## config.mk

```make
export PLATFORM = sky130hd
export DESIGN_NAME = booth_mul_arbiter
export DESIGN_NICKNAME = d
export VERILOG_FILES = /design/src/rtl/booth_mul_arbiter.sv
export SDC_FILE = /design/constraint.sdc
export NUM_CORES = 1
export LEC_CHECK = 0
export ABC_AREA = 1
export CAP_MARGIN = 10
export CORE_UTILIZATION = 25
export DETAILED_ROUTE_END_ITERATION = 7
export SYNTH_ARGS = -nofsm -noshare
export SYNTH_HDL_FRONTEND = slang
export SYNTH_SLANG_ARGS = --single-unit
```

## constraint.sdc

```tcl
create_clock -name clk -period 2.19 [get_ports clk]
set_input_delay 0.3285 -clock clk [delete_from_list [all_inputs] [get_ports clk]]
set_output_delay 0.3285 -clock clk [all_outputs]
set_load 0.1 [all_outputs]
```

## src/rtl/booth_mul_arbiter.sv

```systemverilog
// Round-robin front end that time-shares one external booth multiplier across NUM_REQ clients.
// Optional watchdog is compiled in when BOOTH_ARB_TIMEOUT_EN is defined.

module booth_mul_arbiter #(
    parameter int DATA_WIDTH     = 16,
    parameter int NUM_REQ        = 4,
    parameter int ID_W           = $clog2(NUM_REQ),
    parameter int TIMEOUT_CYCLES = 64
) (
    input  logic                          clk,
    input  logic                          rst_n,
    input  logic [NUM_REQ-1:0]            req_valid,
    input  logic [NUM_REQ*DATA_WIDTH-1:0] req_m,
    input  logic [NUM_REQ*DATA_WIDTH-1:0] req_q,
    output logic [NUM_REQ-1:0]            req_ready,
    output logic                          rsp_valid,
    input  logic                          rsp_ready,
    output logic [ID_W-1:0]               rsp_id,
    output logic [2*DATA_WIDTH-1:0]       rsp_result,
    output logic                          rsp_err,
    output logic                          mul_start,
    output logic [DATA_WIDTH-1:0]         mul_m,
    output logic [DATA_WIDTH-1:0]         mul_q,
    input  logic [2*DATA_WIDTH-1:0]       mul_result,
    input  logic                          mul_ready
);

    typedef enum logic [2:0] {
        S_IDLE      = 3'd0,
        S_ISSUE     = 3'd1,
        S_WAIT_BUSY = 3'd2,
        S_WAIT_DONE = 3'd3,
        S_RESP      = 3'd4
    } state_e;

    state_e                  state_q, state_d;
    logic [ID_W-1:0]         rr_q, rr_d;
    logic [ID_W-1:0]         id_q, id_d;
    logic [ID_W-1:0]         gnt_id;
    logic                    gnt_vld;
    logic                    accept;
    logic                    done;
    logic                    tmo_fire;
    logic [DATA_WIDTH-1:0]   m_q, m_d;
    logic [DATA_WIDTH-1:0]   q_q, q_d;
    logic [2*DATA_WIDTH-1:0] res_q, res_d;

    if (NUM_REQ < 2 || TIMEOUT_CYCLES < 4) begin : g_cfg_check
        $error("booth_mul_arbiter: NUM_REQ must be >= 2 and TIMEOUT_CYCLES >= 4");
    end

    // Walk offsets high-to-low so the smallest offset from rr_q wins.
    always_comb begin
        int idx;
        gnt_vld = 1'b0;
        gnt_id  = '0;
        for (int k = NUM_REQ - 1; k >= 0; k--) begin
            idx = int'(rr_q) + k;
            if (idx >= NUM_REQ) idx = idx - NUM_REQ;
            if (req_valid[idx]) begin
                gnt_vld = 1'b1;
                gnt_id  = ID_W'(idx);
            end
        end
    end

    assign accept = (state_q == S_IDLE) && gnt_vld && rst_n;
    assign done   = (state_q == S_WAIT_DONE) && mul_ready;

    always_ff @(posedge clk or negedge rst_n) begin
        if (!rst_n) state_q <= S_IDLE;
        else        state_q <= state_d;
    end

    // A ready still high in WAIT_BUSY is the previous done, not ours.
    always_comb begin
        state_d = state_q;
        case (state_q)
            S_IDLE:      if (accept) state_d = S_ISSUE;
            S_ISSUE:     state_d = S_WAIT_BUSY;
            S_WAIT_BUSY: begin
                if (tmo_fire)        state_d = S_RESP;
                else if (!mul_ready) state_d = S_WAIT_DONE;
            end
            S_WAIT_DONE: begin
                if (mul_ready)     state_d = S_RESP;
                else if (tmo_fire) state_d = S_RESP;
            end
            S_RESP:      if (rsp_ready) state_d = S_IDLE;
            default:     state_d = S_IDLE;
        endcase
    end

    always_comb begin
        req_ready = '0;
        if (accept) req_ready[gnt_id] = 1'b1;
        mul_start = (state_q == S_ISSUE);
        rsp_valid = (state_q == S_RESP);
    end

    always_comb begin
        m_d   = m_q;
        q_d   = q_q;
        id_d  = id_q;
        rr_d  = rr_q;
        res_d = res_q;
        if (accept) begin
            m_d  = req_m[gnt_id*DATA_WIDTH +: DATA_WIDTH];
            q_d  = req_q[gnt_id*DATA_WIDTH +: DATA_WIDTH];
            id_d = gnt_id;
            rr_d = (gnt_id == ID_W'(NUM_REQ - 1)) ? '0 : gnt_id + 1'b1;
        end
        if (done)     res_d = mul_result;
        if (tmo_fire) res_d = '0;
    end

    always_ff @(posedge clk or negedge rst_n) begin
        if (!rst_n) begin
            m_q   <= '0;
            q_q   <= '0;
            id_q  <= '0;
            rr_q  <= '0;
            res_q <= '0;
        end else begin
            m_q   <= m_d;
            q_q   <= q_d;
            id_q  <= id_d;
            rr_q  <= rr_d;
            res_q <= res_d;
        end
    end

`ifdef BOOTH_ARB_TIMEOUT_EN
    localparam int CNT_W = $clog2(TIMEOUT_CYCLES + 1);

    logic [CNT_W-1:0] cnt_q, cnt_d;
    logic             err_q, err_d;

    // Fires on the TIMEOUT_CYCLES-th cycle spent waiting; a same-cycle done wins.
    assign tmo_fire = ((state_q == S_WAIT_BUSY) || ((state_q == S_WAIT_DONE) && !mul_ready))
                      && (cnt_q == CNT_W'(TIMEOUT_CYCLES - 1));

    always_comb begin
        cnt_d = cnt_q;
        err_d = err_q;
        if (state_q == S_ISSUE)
            cnt_d = '0;
        else if (state_q == S_WAIT_BUSY || state_q == S_WAIT_DONE)
            cnt_d = cnt_q + 1'b1;
        if (done)     err_d = 1'b0;
        if (tmo_fire) err_d = 1'b1;
    end

    always_ff @(posedge clk or negedge rst_n) begin
        if (!rst_n) begin
            cnt_q <= '0;
            err_q <= 1'b0;
        end else begin
            cnt_q <= cnt_d;
            err_q <= err_d;
        end
    end

    assign rsp_err = err_q;
`else
    assign tmo_fire = 1'b0;
    assign rsp_err  = 1'b0;
`endif

    assign rsp_id     = id_q;
    assign rsp_result = res_q;
    assign mul_m      = m_q;
    assign mul_q      = q_q;

endmodule
```

==> results.py <==
metrics = {
    "global_route": {
        "first_global_vias": 4777,
        "antenna_found_initial": 0,
        "grtUsageTotal_pct": 16.83,
        "overflow": 0,
        "grt_max_degree": 72,
        "grt_pass1_wl_um": 24280,
    },
    "sta": {
        "timing.slew.headroom_pct": 39.07,
        "hold_violations": 0,
        "layout_setup_ws_ps": -302.3,
        "setup_violations": 4,
        "period_share_pct": 113.8,
        "fmax_mhz": 401.2,
        "period_needed_ps": 2492,
        "holdWs_ps": 262.5,
        "maxSlewViolCount": 0,
        "rsz0062_at_grt": "yes",
        "tightest_slew_ps": 913.9,
        "fin_skew_ps": 11.10,
    },
    "logic_synthesis": {
        "syn_inst": 684,
        "postSynthAreaPerCell_um2": 6.748,
        "ys_types": 22,
        "ys_ff_latch": 71,
        "ys_warn_count": 0,
        "syn-num-nets": 856,
        "seq_area_frac_synth_pct": 38.49,
        "syn-cell-area_mm2": 0.004616,
    },
    "drt": {
        "routedWlPerCell_um": 13.64,
        "drtIter0Drc": 183,
        "wirelength_um": 16010,
        "via_per_inst": 4.297,
        "final_antenna_net_count": 0,
        "drcViolationCount": 0,
        "routed-via-count": 5045,
        "dr.pass1.iters": 4,
    },
    "worst_setup_path": {
        "crit_chain": "clkinv_4 -> buf_4 -> buf_4 -> buf_4 -> o21ai_1 -> nand2_2 -> nand2_4 -> ha_4 -> inv_1 -> nor2_2 -> buf_12",
        "path_delay_family": "buffers and inverters",
        "worstSetupPathDepth": 11,
        "crit_fanout": 8,
        "crit_path_max_incr_delay_ps": 460,
        "critPathArrivalTime_ps": 2160,
        "r2r_start": "rr_q[0]",
        "cp-start-kind": "flip-flop",
        "slowest_stage": "dfrtp_2",
        "crit_buf_inv": 6,
        "rr_worst_depth": 14,
        "cp.required_ps": 1860,
        "cp-end-kind": "output pin",
        "path_class": "reg2out",
        "crit_path_start": "rr_q[0]",
        "crit_top_cell": "buf_4",
    },
    "layout": {
        "fillerInstances": 1839,
        "multi_input_area_mm2": 0.002256,
        "seq_area_mm2": 0.001779,
        "area_growth_pct": 71.78,
        "nets": 1112,
        "final_cell_mix": "227 x nand2_1, 166 x clkdlybuf4s50_1, 132 x inv_1, 127 x nand3_1, 100 x buf_4",
        "final_area_mm2": 0.007929,
        "final_common_cell": "nand2_1",
        "antenna_cells": 0,
        "layout-drive-gt1-share_pct": 21.69,
    },
    "clocking": {
        "hold_buffers": 0,
        "path_clk_slew_ps": 60,
        "numCtsBuffers": 9,
        "h-tree-depth": 3,
        "cts_buffer_depth": 2,
        "cts_sinks": 71,
        "cts_tree": "yes",
        "insertion_delay_ps": 340,
        "clock-root-buffer": "clkbuf_16",
    },
    "floorplanning": {
        "die_width_um": 137.9,
        "initial_core_util_pct": 25.61,
        "ioPinCount": 241,
        "core_area_mm2": 0.01802,
        "die-area_mm2": 0.01901,
        "die_y_um": 137.9,
        "num_rows": 49,
    },
    "placement": {
        "hpwlAfterDp_um": 11990,
        "dp_slack_ps": -206.8,
        "port_buffers": 239,
        "placed_area_mm2": 0.007337,
        "place_congestion": 0.8193,
    },
    "flow_run": {
        "max-cap-violations": 0,
    },
    "run_status": {
        "violations": "negative setup slack",
        "status": "finished with violations",
    },
    "worst_hold_path": {
        "hold_path.class": "in2async",
    },
}
-- metal layers --
metal	vias to the layer above	part of all wire (%)	wire, um	GRT usage (%)
li1	2576	-	-	-
met1	2249	41	6568	20.05
met2	206	47	7554	28.33
met3	14	10	1659	5.482
met4	0	1.4	225	5.616
met5	-	0	0	0
-- kinds of logic (layout without fill, tap and decap cells) --
| group | Yosys count | count (layout) | share of synthesized area [%] |
|---|---|---|---|
| flops | 71 | 71 | 38.49 |
| compound gates | 9 | 9 | 0.9758 |
| other cells | 1 | 1 | 0.08124 |
| buf+inv | 178 | 439 | 15.72 |
| fa+ha+maj | 4 | 4 | 1.084 |
| simple gates | 389 | 389 | 35.84 |
| mux | 32 | 32 | 7.807 |
-- final timing paths --
path                             endpoint  slack [ps]
min in group clk                 mul_m[3]         480
hold / removal             rsp_result[19]         260
setup / recovery             req_ready[2]        -300
max in group asynchronous         rr_q[0]        1300
setup reg to reg                mul_q[12]         110
hold reg to reg                  mul_m[3]         480
-- what timing repair did --
| item | CTS | global route |
|---|---|---|
| setup buffers | 5 | 7 |
| pin swaps | 10 | 14 |
| gates resized for setup | 17 | 24 |
| endpoints found under the setup margin | 4 | 36 |
| gates cloned | 0 | 1 |
-- cell type report --
class,instances,area share [%]
clock buffers,9,2.840
clock inverters,7,1.483
inverters,140,6.786
multi-input cells,435,28.45
flip-flops and latches,71,22.44
well taps,229,3.614
repair buffers,283,34.39
-- Yosys cell counts, drive strengths merged --
cell type  count  area share [%]
dfrtp         71              38
nor2          11            0.89
conb           1           0.081
nand3b         1            0.16
nand2        246              20
clkbuf        14             1.1
nand3        129              14
nor3           1            0.11
inv          140              11
nor4           1            0.14
mux2          32             7.8
o21ai          9            0.98
ha             4             1.1
buf           24             3.1
-- state kept, by name (all words and copies together), names as in the netlist --
register	cells
state_q	3
mul_m	16
rsp_id	2
rr_q	2
rsp_result	32
mul_q	16
-- per-stage QoR --
| stage | cells | utilization, % | TNS, ps |
|---|---|---|---|
| after global routing | 1174 | 43.99 | -1728 |
| final | 1174 | 43.99 | -1193 |
| after CTS | 1167 | 43.10 | -1110 |
| after detailed placement | 1146 | 40.71 | -2718 |
| after global placement | 1146 | 40.71 | -1797 |
| after floorplan | 684 | - | -872.6 |
Power is left out: the tool's default activity adds up to more than one toggle a clock period on the data nets, which glitch-free logic cannot reach.
